### config.mk
export PLATFORM = sky130hd
export DESIGN_NAME = spi_pwm_config
export DESIGN_NICKNAME = d
export VERILOG_FILES = /design/src/rtl/spi_pwm_config.sv
export SDC_FILE = /design/constraint.sdc
export NUM_CORES = 1
export LEC_CHECK = 0
export CAP_MARGIN = 25
export CELL_PAD_IN_SITES_DETAIL_PLACEMENT = 1
export CELL_PAD_IN_SITES_GLOBAL_PLACEMENT = 1
export CORE_MARGIN = 1.5
export CORE_UTILIZATION = 30
export CTS_CLUSTER_SIZE = 8
export DETAILED_ROUTE_END_ITERATION = 12
export PLACE_DENSITY = 0.56
export SLEW_MARGIN = 10
export SYNTH_ARGS = -nofsm -noshare
export SYNTH_HDL_FRONTEND = slang
export SYNTH_SLANG_ARGS = --single-unit
### constraint.sdc
create_clock -name clk -period 3.1 [get_ports clk]
set_input_delay 0.62 -clock clk [delete_from_list [all_inputs] [get_ports clk]]
set_output_delay 0.62 -clock clk [all_outputs]
set_load 0.05 [all_outputs]
### src/rtl/spi_pwm_config.sv
// Write-only SPI (mode 0, MSB first) target holding the five 8-bit pwm_peripheral config registers.
// Frame = {rw, addr[6:0], data[7:0]}; only exact 16-bit writes to a valid address take effect.
module spi_pwm_config #(
  parameter int SYNC_STAGES = 2,
  parameter int MAX_ADDR    = 4
) (
  input  logic       clk,
  input  logic       rst_n,
  input  logic       sclk,
  input  logic       copi,
  input  logic       ncs,
  output logic [7:0] en_reg_out_7_0,
  output logic [7:0] en_reg_out_15_8,
  output logic [7:0] en_reg_pwm_7_0,
  output logic [7:0] en_reg_pwm_15_8,
  output logic [7:0] pwm_duty_cycle,
  output logic       cfg_update
);

  localparam logic [6:0] MAX_A = 7'(MAX_ADDR);

  typedef enum logic [1:0] {IDLE, SHIFT, COMMIT} state_t;

  logic [SYNC_STAGES-1:0] sclk_sr, copi_sr, ncs_sr;
  logic                   sclk_prev, ncs_prev;
  logic                   sclk_s, copi_s, ncs_s;
  logic                   sclk_rise, ncs_fall, ncs_rise;
  logic                   fall_hold, start;
  logic [4:0]             bit_cnt;
  logic [15:0]            shift_reg;
  logic [6:0]             addr;
  logic                   wr_ok;
  state_t                 state, state_n;

  // ncs chain resets high so releasing reset never fakes a chip-select edge
  always_ff @(posedge clk or negedge rst_n) begin
    if (!rst_n) begin
      sclk_sr   <= '0;
      copi_sr   <= '0;
      ncs_sr    <= '1;
      sclk_prev <= 1'b0;
      ncs_prev  <= 1'b1;
    end else begin
      sclk_sr   <= {sclk_sr[SYNC_STAGES-2:0], sclk};
      copi_sr   <= {copi_sr[SYNC_STAGES-2:0], copi};
      ncs_sr    <= {ncs_sr[SYNC_STAGES-2:0], ncs};
      sclk_prev <= sclk_s;
      ncs_prev  <= ncs_s;
    end
  end

  assign sclk_s    = sclk_sr[SYNC_STAGES-1];
  assign copi_s    = copi_sr[SYNC_STAGES-1];
  assign ncs_s     = ncs_sr[SYNC_STAGES-1];
  assign sclk_rise = sclk_s & ~sclk_prev;
  assign ncs_fall  = ~ncs_s & ncs_prev;
  assign ncs_rise  = ncs_s & ~ncs_prev;

  // a fall seen while committing is remembered for one cycle so back-to-back frames survive
  assign start = ncs_fall | fall_hold;
  assign addr  = shift_reg[14:8];
  assign wr_ok = (bit_cnt == 5'd16) && shift_reg[15] && (addr <= MAX_A);

  always_comb begin
    state_n = state;
    case (state)
      IDLE:    if (start) state_n = SHIFT;
      SHIFT:   if (ncs_rise) state_n = COMMIT;
      COMMIT:  state_n = IDLE;
      default: state_n = IDLE;
    endcase
  end

  always_ff @(posedge clk or negedge rst_n) begin
    if (!rst_n) begin
      state           <= IDLE;
      fall_hold       <= 1'b0;
      bit_cnt         <= '0;
      shift_reg       <= '0;
      cfg_update      <= 1'b0;
      en_reg_out_7_0  <= '0;
      en_reg_out_15_8 <= '0;
      en_reg_pwm_7_0  <= '0;
      en_reg_pwm_15_8 <= '0;
      pwm_duty_cycle  <= '0;
    end else begin
      state      <= state_n;
      fall_hold  <= (state == COMMIT) && ncs_fall;
      cfg_update <= 1'b0;
      case (state)
        IDLE: begin
          if (start) begin
            bit_cnt   <= '0;
            shift_reg <= '0;
          end
        end
        SHIFT: begin
          if (sclk_rise) begin
            shift_reg <= {shift_reg[14:0], copi_s};
            // saturating at 17 keeps over-long frames distinguishable from exact ones
            if (bit_cnt != 5'd17) bit_cnt <= bit_cnt + 5'd1;
          end
        end
        COMMIT: begin
          if (wr_ok) begin
            cfg_update <= 1'b1;
            case (addr)
              7'd0:    en_reg_out_7_0  <= shift_reg[7:0];
              7'd1:    en_reg_out_15_8 <= shift_reg[7:0];
              7'd2:    en_reg_pwm_7_0  <= shift_reg[7:0];
              7'd3:    en_reg_pwm_15_8 <= shift_reg[7:0];
              7'd4:    pwm_duty_cycle  <= shift_reg[7:0];
              default: cfg_update      <= 1'b0;
            endcase
          end
        end
        default: ;
      endcase
    end
  end

endmodule

# Yosys cells after proc, flatten, opt, wreduce, memory -nomap -nowiden
# Index checks and enable logic that the tools add are counted.
# op_classes
n_addsub,1
order_cmp,1
n_eq_ne,12
mux,13
n_bitwise,7
reduce_logical,15
# ops
operator,n
2-to-1 mux 16 bit,2
one-hot mux 16 bit (2 select lines),1
AND reduction 3 bit,6
2-to-1 mux 5 bit,3
equality test 7 x 2 -> 1 bit (second input constant),2
one-hot mux 5 bit (2 select lines),1
inequality test 2 bit (second input constant),4
equality test 7 x 1 -> 1 bit (second input constant),1
equality test 7 x 3 -> 1 bit (second input constant),1
<= comparator 7 x 3 -> 1 bit (second input constant),1
zero test 7 bit,1
adder 5 x 1 -> 5 bit (second input constant),1
equality test 5 bit (second input constant),1
inequality test 5 bit (second input constant),1
OR reduction 5 bit,1
2-to-1 mux 2 bit,2
one-hot mux 2 bit (2 select lines),1
AND reduction 4 bit,1
AND 1 bit,3
logical AND 1 bit,3
2-to-1 mux 1 bit,3
inverter 1 bit,3
equality test 2 x 1 -> 1 bit (second input constant),1
equality test 2 bit (second input constant),1
4 further kinds,4
# word_totals
reg_bits,73
inputBits,5
output_inout_bits,41

# Longest topological paths before layout
# Gate-level depths: netlist of run 1.
# depth
word_depth,5
ltp_mapped,8
depth_no_buf,6

# Worst setup path after synthesis of run 1
# Ideal clock, no wire load.
# synth_path
kind,register -> register
start,register bit_cnt[0]
end,register en_reg_pwm_15_8[0]
t_arrival_ps,1725
required_ps,2975
path_slack_ps,1250
stages_incl_launch_ff,9
n_path_buf,2
cell_sequence,dfrtp_1 -> inv_1 -> ha_1 -> and4bb_1 -> and3_1 -> buf_6 -> and4_4 -> buf_6 -> mux2_4
# synth_between
elab_chain_cells,4
# synth_rtl
element,line_no,source
from (decl),29,logic [4:0] bit_cnt;
from (signal assigned),101,if (bit_cnt != 5'd17) bit_cnt <= bit_cnt + 5'd1;
equality test 5 bit,62,assign wr_ok = (bit_cnt == 5'd16) && shift_reg[15] && (addr <= MAX_A);
logical AND 1 bit (2 in a row),62,
AND reduction 3 bit (no line),--,
to (signal assigned),111,7'd3: en_reg_pwm_15_8 <= shift_reg[7:0];
to (decl),15,"output logic [7:0] en_reg_pwm_15_8,"
# No other way between the ends.
# A chain may end at the register's enable or synchronous reset.

# Worst setup path in the final report of run 1
# layout_path
start,register en_reg_pwm_15_8[2]
end,output port en_reg_pwm_15_8[2]
# No word-level cell between the ends.

==> results of run 1 <==
[worst max path at each step]
stage                          to  slack (ns)  depth (start not counted)                from
6_report       en_reg_pwm_15_8[2]        0.96                          1  en_reg_pwm_15_8[2]
5_1_grt                bit_cnt[4]        0.87                          5            state[0]
4_1_cts         en_reg_pwm_7_0[4]        0.93                          1   en_reg_pwm_7_0[4]
3_5_place_dp           bit_cnt[4]        1.03                          5            state[0]
3_3_place_gp           bit_cnt[4]        1.05                          5            state[0]
2_1_floorplan  en_reg_pwm_15_8[0]        1.25                          8          bit_cnt[0]
[power by group through the flow]
stage	combinational, µW	sequential, µW	clock, µW
2_1_floorplan	116	1040	0
3_3_place_gp	178	1050	0
3_5_place_dp	182	1060	0
4_1_cts	183	1040	1010
5_1_grt	207	1040	1060
6_report	178	1030	979
[stage by stage]
stage	instance area, µm²	util (%)	hold WS [ns]	setup slack, ns
floorplan	2960	-	0.324	1.25
global placement	3540	36.5	0.334	1.05
detailed placement	3540	36.5	0.339	1.03
CTS	3800	39.3	0.358	0.928
global route	3820	39.5	0.253	0.869
finish	3820	39.5	0.231	0.960
[layer usage]
layer	track usage, %	routed length [µm]	up-vias
met4	6.32	105	0
li1	-	-	867
met1	18.3	2960	974
met2	20.3	2960	31
met3	2.87	196	9
met5	0	0	-
[cell families after synthesis]
logic type | share of synthesized area, %
AOI/OAI and AO/OA | 5.08
adders and majority gates | 1.27
DFF | 61.9
and+or+nand+nor | 12.1
muxes | 17.0
buffers and inverters | 2.67
[area by class of cell]
cell class / instances / area (µm²)
clock buffer: 9 / 124
sequential: 73 / 1830
inverter: 6 / 22.5
multi-input combinational: 129 / 1050
clock inverter: 7 / 141
tap: 133 / 166
fill: 1022 / 5860
timing repair buffer: 49 / 490
[synthesized netlist by cell type (2+ instances only)]
cell type / count / area share (%)
mux2_4: 8 / 4.1
and2_1: 2 / 0.42
buf_6: 2 / 0.76
o21ai_0: 6 / 1.0
nand2_1: 18 / 2.3
inv_1: 6 / 0.76
ha_1: 3 / 1.3
nor2b_1: 3 / 0.64
nor2_1: 4 / 0.51
mux2_2: 24 / 9.1
nand3_2: 3 / 1.0
dfrtp_1: 70 / 59
buf_2: 3 / 0.51
dfstp_2: 3 / 2.7
nand3_1: 18 / 3.0
clkbuf_1: 4 / 0.51
mux2_1: 9 / 3.4
o21ai_1: 12 / 2.0
or4b_1: 2 / 0.68
[cells in the final DEF, fill, tap and decap left out, drive strengths merged]
| master | netlist | final |
|---|---|---|
| dfrtp | 70 | 70 |
| clkdlybuf4s50 | 0 | 44 |
| mux2 | 41 | 41 |
| nand3 | 21 | 21 |
| nand2 | 18 | 18 |
| o21ai | 18 | 18 |
| clkbuf | 4 | 9 |
| inv | 6 | 7 |
| buf | 6 | 5 |
| nor2 | 4 | 4 |
| bufinv | 0 | 4 |
| nor2b | 3 | 3 |
| ha | 3 | 3 |
| dfstp | 3 | 3 |
| or4b | 2 | 2 |
| and2 | 2 | 2 |
| and3b | 1 | 1 |
| and4bb | 1 | 1 |
| nor4b | 1 | 1 |
| nor3b | 1 | 1 |
| o2111a | 1 | 1 |
| and3 | 1 | 1 |
| and4 | 1 | 1 |
| nand3b | 1 | 1 |
| o211ai | 1 | 1 |
| nand4 | 1 | 1 |
| a21oi | 1 | 1 |
| a32oi | 1 | 1 |
| o211a | 1 | 1 |
| a41o | 1 | 1 |
| mux2i | 1 | 1 |
| or2b | 1 | 1 |
| o31ai | 1 | 1 |
| clkinvlp | 0 | 1 |
| clkinv | 0 | 1 |
==> metrics.yaml, run 1 <==
run_status:
  status: "finished clean"
clock_tree:
  post_cts_buffers: 0
  cts_resized: 0
  clock_latency_ns: 0.34
  clockBufferDepth: 2
  hold_buffers: 0
  cts.sinks: 73
  cts_tree: "done"
  path_clk_slew_ns: 0.08
  clockRootBuffer: "clkbuf_8"
  htree_levels: 3
  cts_buffers: 9
logic_synthesis:
  ys_types: 37
  async_flop_share_pct: 100
  seq_area_frac_synth_pct: 61.9
  yosysWarnings: 0
  synth_edf_count: 0
  syn_nets: 226
  ys.flop_type: "dfrtp_1"
  avgSynthCellArea_um2: 13.6
  synthCells: 218
  synth_area_um2: 2960
  ys_ff_latch: 73
detailed_routing:
  viasPerCell: 4.63
  wl_per_cell_um: 15.3
  vias: 1881
  drt-total-wl_mm: 6.23
  initialDrtViolationCount: 34
  ant_nets: 0
  dr.pass1.iters: 3
  drc_errors: 0
timing:
  relSlewSlack_pct: 59.7
  min_period_ns: 2.14
  worstMarginPinSlew_ns: 0.605
  slew_viol_final: 0
  grt_setup_unrepaired: "false"
  clock_skew_ns: 0.00828
  fmax_mhz: 467
  post-route-period-util_pct: 69.0
  setup_viol: 0
  finalHoldViolCount: 0
  fin_setup_tns_ns: 0
layout:
  stdcell_count: 406
  largest_reg_flops: 16
  syn_to_final_growth_pct: 29.3
  diodes: 0
  drive_gt1_share_pct: 23.1
  nets: 276
global_routing:
  grt_max_degree: 74
  first_global_vias: 1899
  antenna_found_initial: 0
  grt.total_usage_pct: 13.4
  globalRouteOverflowTotal: 0
  grt_pass1_wl_mm: 10.5
setup_path:
  critPathTopFamily: "buffers and inverters"
  path_class: "reg -> out"
  r2r_start: "bit_cnt[0]"
  worstPathCellList: "clkdlybuf4s50_1"
  start_kind: "flip-flop"
  path_max_fanout: 2
  r2r_slack_ns: 1.05
  r2r-end: "en_reg_pwm_15_8[6]"
  arrival_ns: 1.52
  reg2reg_depth: 6
  crit_buf_inv: 1
  slowest_stage: "clkdlybuf4s50_1"
  max_stage_delay_ns: 0.81
  crit_required_ns: 2.48
  worstSetupEndpointType: "output pin"
die:
  start_util_pct: 30.5
  die-area_um2: 10500
  rows: 36
  ioPinCount: 46
  core_area_um2: 9680
  die_w_um: 102
  die_h_um: 102
power:
  p_comb_share_pct: 8.1
  leakage_uw: 0.00173
  clock_power_share_pct: 44.7
  switching_share_pct: 24.1
  p_per_area_nw_per_um2: 574
  power.internal_uw: 1660
  ir_worst_vdd_uv: 202
  p_switching_uw: 527
  total_power_uw: 2190
  seq_power_share_pct: 47.2
placement:
  gp_congestion: 0.714
  placed_cells: 389
  dpl.hpwl_mm: 4.19
  port_buffers: 45
worst_hold_path:
  hold_path_class: "in -> async"
flow_run:
  drv_cap: 0
No activity file was read; power rests on OpenSTA's default activity.
==> inputs of run 2 (changes only) <==
==> constraint.sdc (replaced) <==
create_clock -name clk -period 2.19 [get_ports clk]
set_input_delay 0.438 -clock clk [delete_from_list [all_inputs] [get_ports clk]]
set_output_delay 0.438 -clock clk [all_outputs]
set_load 0.05 [all_outputs]
==> run 2 against run 1 <==
  * Combinational power up 50%
  * Global-route usage up 0.17 points
  * Register-to-register slack worse by 0.90 ns
  * Via count up 0.11%
  * Die area unchanged
  * Worst setup slack worse by 0.81 ns
  * Count of clock-buffer cells in the layout up 1
  * Utilization down 0.078 points
  * Sequential share of layout area up 0.094 points
  * Total power up 34%
  * Design area down 0.20%
  * Largest cell class unchanged
  * Highest routed layer unchanged
==> metrics.yaml, run 2 (synthesis gave the netlist of run 1 again) <==
setup_path:
  crit_required_ns: 2.42
  arrival_ns: 2.28
  path_max_fanout: 8
  path_class: "reg -> reg"
  start_kind: "flip-flop"
  worstSetupEndpointType: "flip-flop"
detailed_routing:
  dr.pass1.iters: 4
  wl_per_cell_um: 15.5
  drc_errors: 0
  drt-total-wl_mm: 6.34
  vias: 1883
  initialDrtViolationCount: 34
  ant_nets: 0
  viasPerCell: 4.59
layout:
  syn_to_final_growth_pct: 29.0
  mostFrequentLayoutCell: "dfrtp_1"
  drive_gt1_share_pct: 24.2
  regArea_um2: 1830
  multiInputGateArea_um2: 1050
  n_fill_cell: 1035
  diodes: 0
  stdcell_count: 410
  nets: 280
  largest_reg_flops: 16
  final_cell_mix: "70 x dfrtp_1, 44 x clkdlybuf4s50_1, 24 x mux2_2"
clock_tree:
  path_clk_slew_ns: 0.08
  cts_resized: 0
  cts_buffers: 9
  hold_buffers: 0
  clockRootBuffer: "clkbuf_8"
  cts_tree: "done"
  cts.sinks: 73
  clock_latency_ns: 0.35
  clockBufferDepth: 2
  post_cts_buffers: 0
  htree_levels: 3
timing:
  setup_viol: 0
  min_period_ns: 2.04
  slew_viol_final: 0
  fmax_mhz: 489
  relSlewSlack_pct: 65.1
  clock_skew_ns: 0.0100
  post-route-period-util_pct: 93.4
  finalHoldViolCount: 0
  grt_setup_unrepaired: "false"
  worstMarginPinSlew_ns: 0.522
  fin_setup_tns_ns: 0
die:
  core_area_um2: 9680
  die_h_um: 102
  ioPinCount: 46
  start_util_pct: 30.5
  die-area_um2: 10500
  die_w_um: 102
  rows: 36
global_routing:
  globalRouteOverflowTotal: 0
  grt_pass1_wl_mm: 10.5
  first_global_vias: 1888
  grt_max_degree: 41
  grt.total_usage_pct: 13.6
  antenna_found_initial: 0
flow_run:
  drv_cap: 0
run_status:
  status: "finished clean"
power:
  leakage_uw: 0.00173
  ir_worst_vdd_uv: 350
  total_power_uw: 2940
  p_per_area_nw_per_um2: 771
placement:
  placed_cells: 394
  gp_congestion: 0.695
  dpl.hpwl_mm: 4.32
  port_buffers: 45
worst_hold_path:
  hold_path_class: "in -> async"
==> run 2: layer usage <==
metal	vias up	part of all wire (%)	global-route usage, %
met3	9	2.9	3.42
met5	-	0	0
met2	30	46	19.7
li1	874	-	-
met1	970	50	19.1
met4	0	1.9	6.11
==> run 2: through the flow <==
step	hold slack (ns)	cell area [µm²]	setup slack, ns	util [%]
final	0.0300	3810	0.146	39.4
after global routing	0.0373	3810	0.0281	39.4
after CTS	0.0453	3810	0.132	39.4
after detailed placement	0.338	3590	0.131	37.0
after global placement	0.339	3590	0.185	37.0
after floorplan	0.142	2960	0.340	-
==> run 2: path summary, 6_finish.rpt <==
path | from | endpoint | slack, ns | depth (start not counted)
max | bit_cnt[1] | en_reg_out_15_8[0] | 0.15 | 6
min | rst_n | pwm_duty_cycle[3] | 0.03 | 1
max reg2reg | bit_cnt[1] | en_reg_out_15_8[0] | 0.15 | 6
min reg2reg | copi_sr[0] | copi_sr[1] | 0.36 | 0
max in group asynchronous | rst_n | ncs_prev | 1.51 | 2
min in group clk | copi_sr[0] | copi_sr[1] | 0.36 | 0
==> run 2: final cells by class <==
cell class | instances | area share [%]
flip-flops and latches | 73 | 48.0
multi-input cells | 129 | 27.4
repair buffers | 53 | 13.6
well taps | 133 | 4.36
clock buffers | 10 | 3.61
clock inverters | 6 | 2.36
inverters | 6 | 0.591
==> run 2: worst max-delay path, cell delays in order (launching register included) <==
cell	delay, ns
dfrtp_1	0.40
inv_1	0.10
ha_1	0.14
and4bb_1	0.21
and3_1	0.35
nand3_2	0.33
mux2_1	0.40
==> run 2: power breakdown <==
group / switching, µW / leakage, µW / internal, µW / total [µW]
Sequential: 68.1 / 0.000994 / 1400 / 1470
Combinational: 169 / 0.000619 / 98.0 / 267
Clock: 531 / 0.000113 / 677 / 1210
==> inputs of run 3 (changes only) <==
--- a/config.mk
+++ b/config.mk
@@ -8,6 +8,7 @@
 export CAP_MARGIN = 25
 export CELL_PAD_IN_SITES_DETAIL_PLACEMENT = 1
 export CELL_PAD_IN_SITES_GLOBAL_PLACEMENT = 1
+export CORE_ASPECT_RATIO = 2
 export CORE_MARGIN = 1.5
 export CORE_UTILIZATION = 30
 export CTS_CLUSTER_SIZE = 8
==> run 3 against run 2 <==
  * Count of clock-buffer cells in the layout up 3
  * Worst setup slack worse by 0.034 ns
  * Routed wire length up 8.1%
  * Cell count down 0.98%
  * Clock skew down 0.0034 ns
  * Highest routed layer unchanged
  * Combinational power up 8.6%
  * Critical path type unchanged
  * Largest power group is now the clock network
  * Register-to-register slack worse by 0.03 ns
  * Fmax down 1.6%
==> metrics.yaml, run 3 (synthesis gave the netlist of run 1 again) <==
run_status:
  status: "finished clean"
timing:
  timing.hold.ws_ns: 0.0884
  grt_setup_unrepaired: "true"
  fmax_mhz: 481
  relSlewSlack_pct: 63.8
  slew_viol_final: 0
  setup_viol: 0
  clock_skew_ns: 0.00658
  min_period_ns: 2.08
  post-route-period-util_pct: 94.9
  finalHoldViolCount: 0
  worstMarginPinSlew_ns: 0.542
global_routing:
  grt_pass1_wl_mm: 11.6
  antenna_found_initial: 0
  first_global_vias: 2075
  grt.total_usage_pct: 15.0
  globalRouteOverflowTotal: 0
  grt_max_degree: 39
detailed_routing:
  initialDrtViolationCount: 88
  viasPerCell: 4.68
  drt-total-wl_mm: 6.86
  wl_per_cell_um: 16.9
  dr.pass1.iters: 4
  vias: 1901
  ant_nets: 0
  drc_errors: 0
clock_tree:
  cts_tree: "done"
  path_clk_slew_ns: 0.05
  cts.sinks: 73
  cts_buffers: 9
  clockRootBuffer: "clkbuf_16"
  post_cts_buffers: 0
  clockBufferDepth: 2
  clock_latency_ns: 0.33
  htree_levels: 3
  hold_buffers: 0
die:
  start_util_pct: 30.7
  die_h_um: 143
  rows: 51
  core_area_um2: 9640
  die_w_um: 73.2
  die-area_um2: 10500
  ioPinCount: 46
layout:
  diodes: 0
  final_cell_mix: "70 x dfrtp_1, 44 x clkdlybuf4s50_1, 24 x mux2_2"
  final_area_um2: 3890
  drive_gt1_share_pct: 22.6
  stdcell_count: 406
  mostFrequentLayoutCell: "dfrtp_1"
  nets: 278
  syn_to_final_growth_pct: 31.7
  largest_reg_flops: 16
setup_path:
  r2r_start: "bit_cnt[1]"
  r2r_slack_ns: 0.11
  reg2reg_depth: 6
  slowest_stage: "dfrtp_1"
  cp.depth: 6
  critPathTopFamily: "simple AND/OR/NAND/NOR gates"
  max_stage_delay_ns: 0.41
  path_max_fanout: 8
  arrival_ns: 2.29
  crit_buf_inv: 1
  path_class: "reg -> reg"
  start_kind: "flip-flop"
  worstSetupEndpointType: "flip-flop"
  critical_path.startpoint: "bit_cnt[1]"
  endpoint: "en_reg_out_15_8[0]"
  crit_required_ns: 2.40
  r2r-end: "en_reg_out_15_8[0]"
  worstPathCellList: "inv_1, ha_1, and4bb_1, and3_1, nand3_2, mux2_1"
placement:
  dpl.hpwl_mm: 4.79
  place_area_um2: 3590
  placed_cells: 391
  port_buffers: 45
  gp_congestion: 0.736
power:
  p_per_area_nw_per_um2: 832
  leakage_uw: 0.00176
  ir_worst_vdd_uv: 361
worst_hold_path:
  hold_path_class: "in -> async"
flow_run:
  drv_cap: 0
-- run 3: changes by cell type in the layout (fill, tap and decap cells not counted), sizes merged --
| cell | change |
|---|---|
| clkbuf | +3 |
| buf | -2 |
| clkinv | -2 |
| bufinv | -1 |
| inv | -1 |
-- run 3: repair_timing --
action,CTS,global route
endpoints found under the setup margin,0,4
endpoints found under the hold margin,0,0
gates resized for setup,0,0
-- run 3: how the worst min path moves through the flow --
stage,slack (ns),depth (start not counted),start,to
2_1_floorplan,0.14,0,rst_n,bit_cnt[0]
3_3_place_gp,0.34,0,sclk_sr[0],sclk_sr[1]
3_5_place_dp,0.34,0,sclk_sr[0],sclk_sr[1]
4_1_cts,0.10,1,rst_n,copi_sr[0]
5_1_grt,0.13,1,rst_n,copi_sr[0]
6_report,0.09,1,rst_n,pwm_duty_cycle[0]
-- run 3: area by class of cell --
cell class              instances  area, µm²
well taps                     132        165
inverters                       6       22.5
repair buffers                 51        531
clock inverters                 2       37.5
fillers                      1016       5740
multi-input cells             129       1050
clock buffers                  13        260
flip-flops and latches         73       1830
-- run 3: layer usage --
layer / wire, µm / track usage (%) / vias up
li1: - / - / 869
met3: 152 / 3.16 / 9
met1: 2760 / 16.7 / 993
met2: 3810 / 26.4 / 30
met5: 0 / 0 / -
met4: 130 / 6.85 / 0
-- run 3: metrics by stage --
stage          setup TNS [ns]  util, %  setup WS [ns]  total power (µW)
2_1_floorplan               0        -          0.340              1630
3_3_place_gp                0     37.3          0.160              1780
3_5_place_dp                0     37.3         0.0918              1790
4_1_cts                     0     40.4         0.0855              3290
5_1_grt               -0.0507     40.4        -0.0392              3370
6_report                    0     40.4          0.112              3240
-- run 3: power breakdown --
| group | internal [µW] | total (µW) | switching (µW) |
|---|---|---|---|
| logic | 107 | 290 | 183 |
| registers | 1400 | 1470 | 69.2 |
| clock network | 939 | 1480 | 539 |
| total | 2450 | 3240 | 792 |
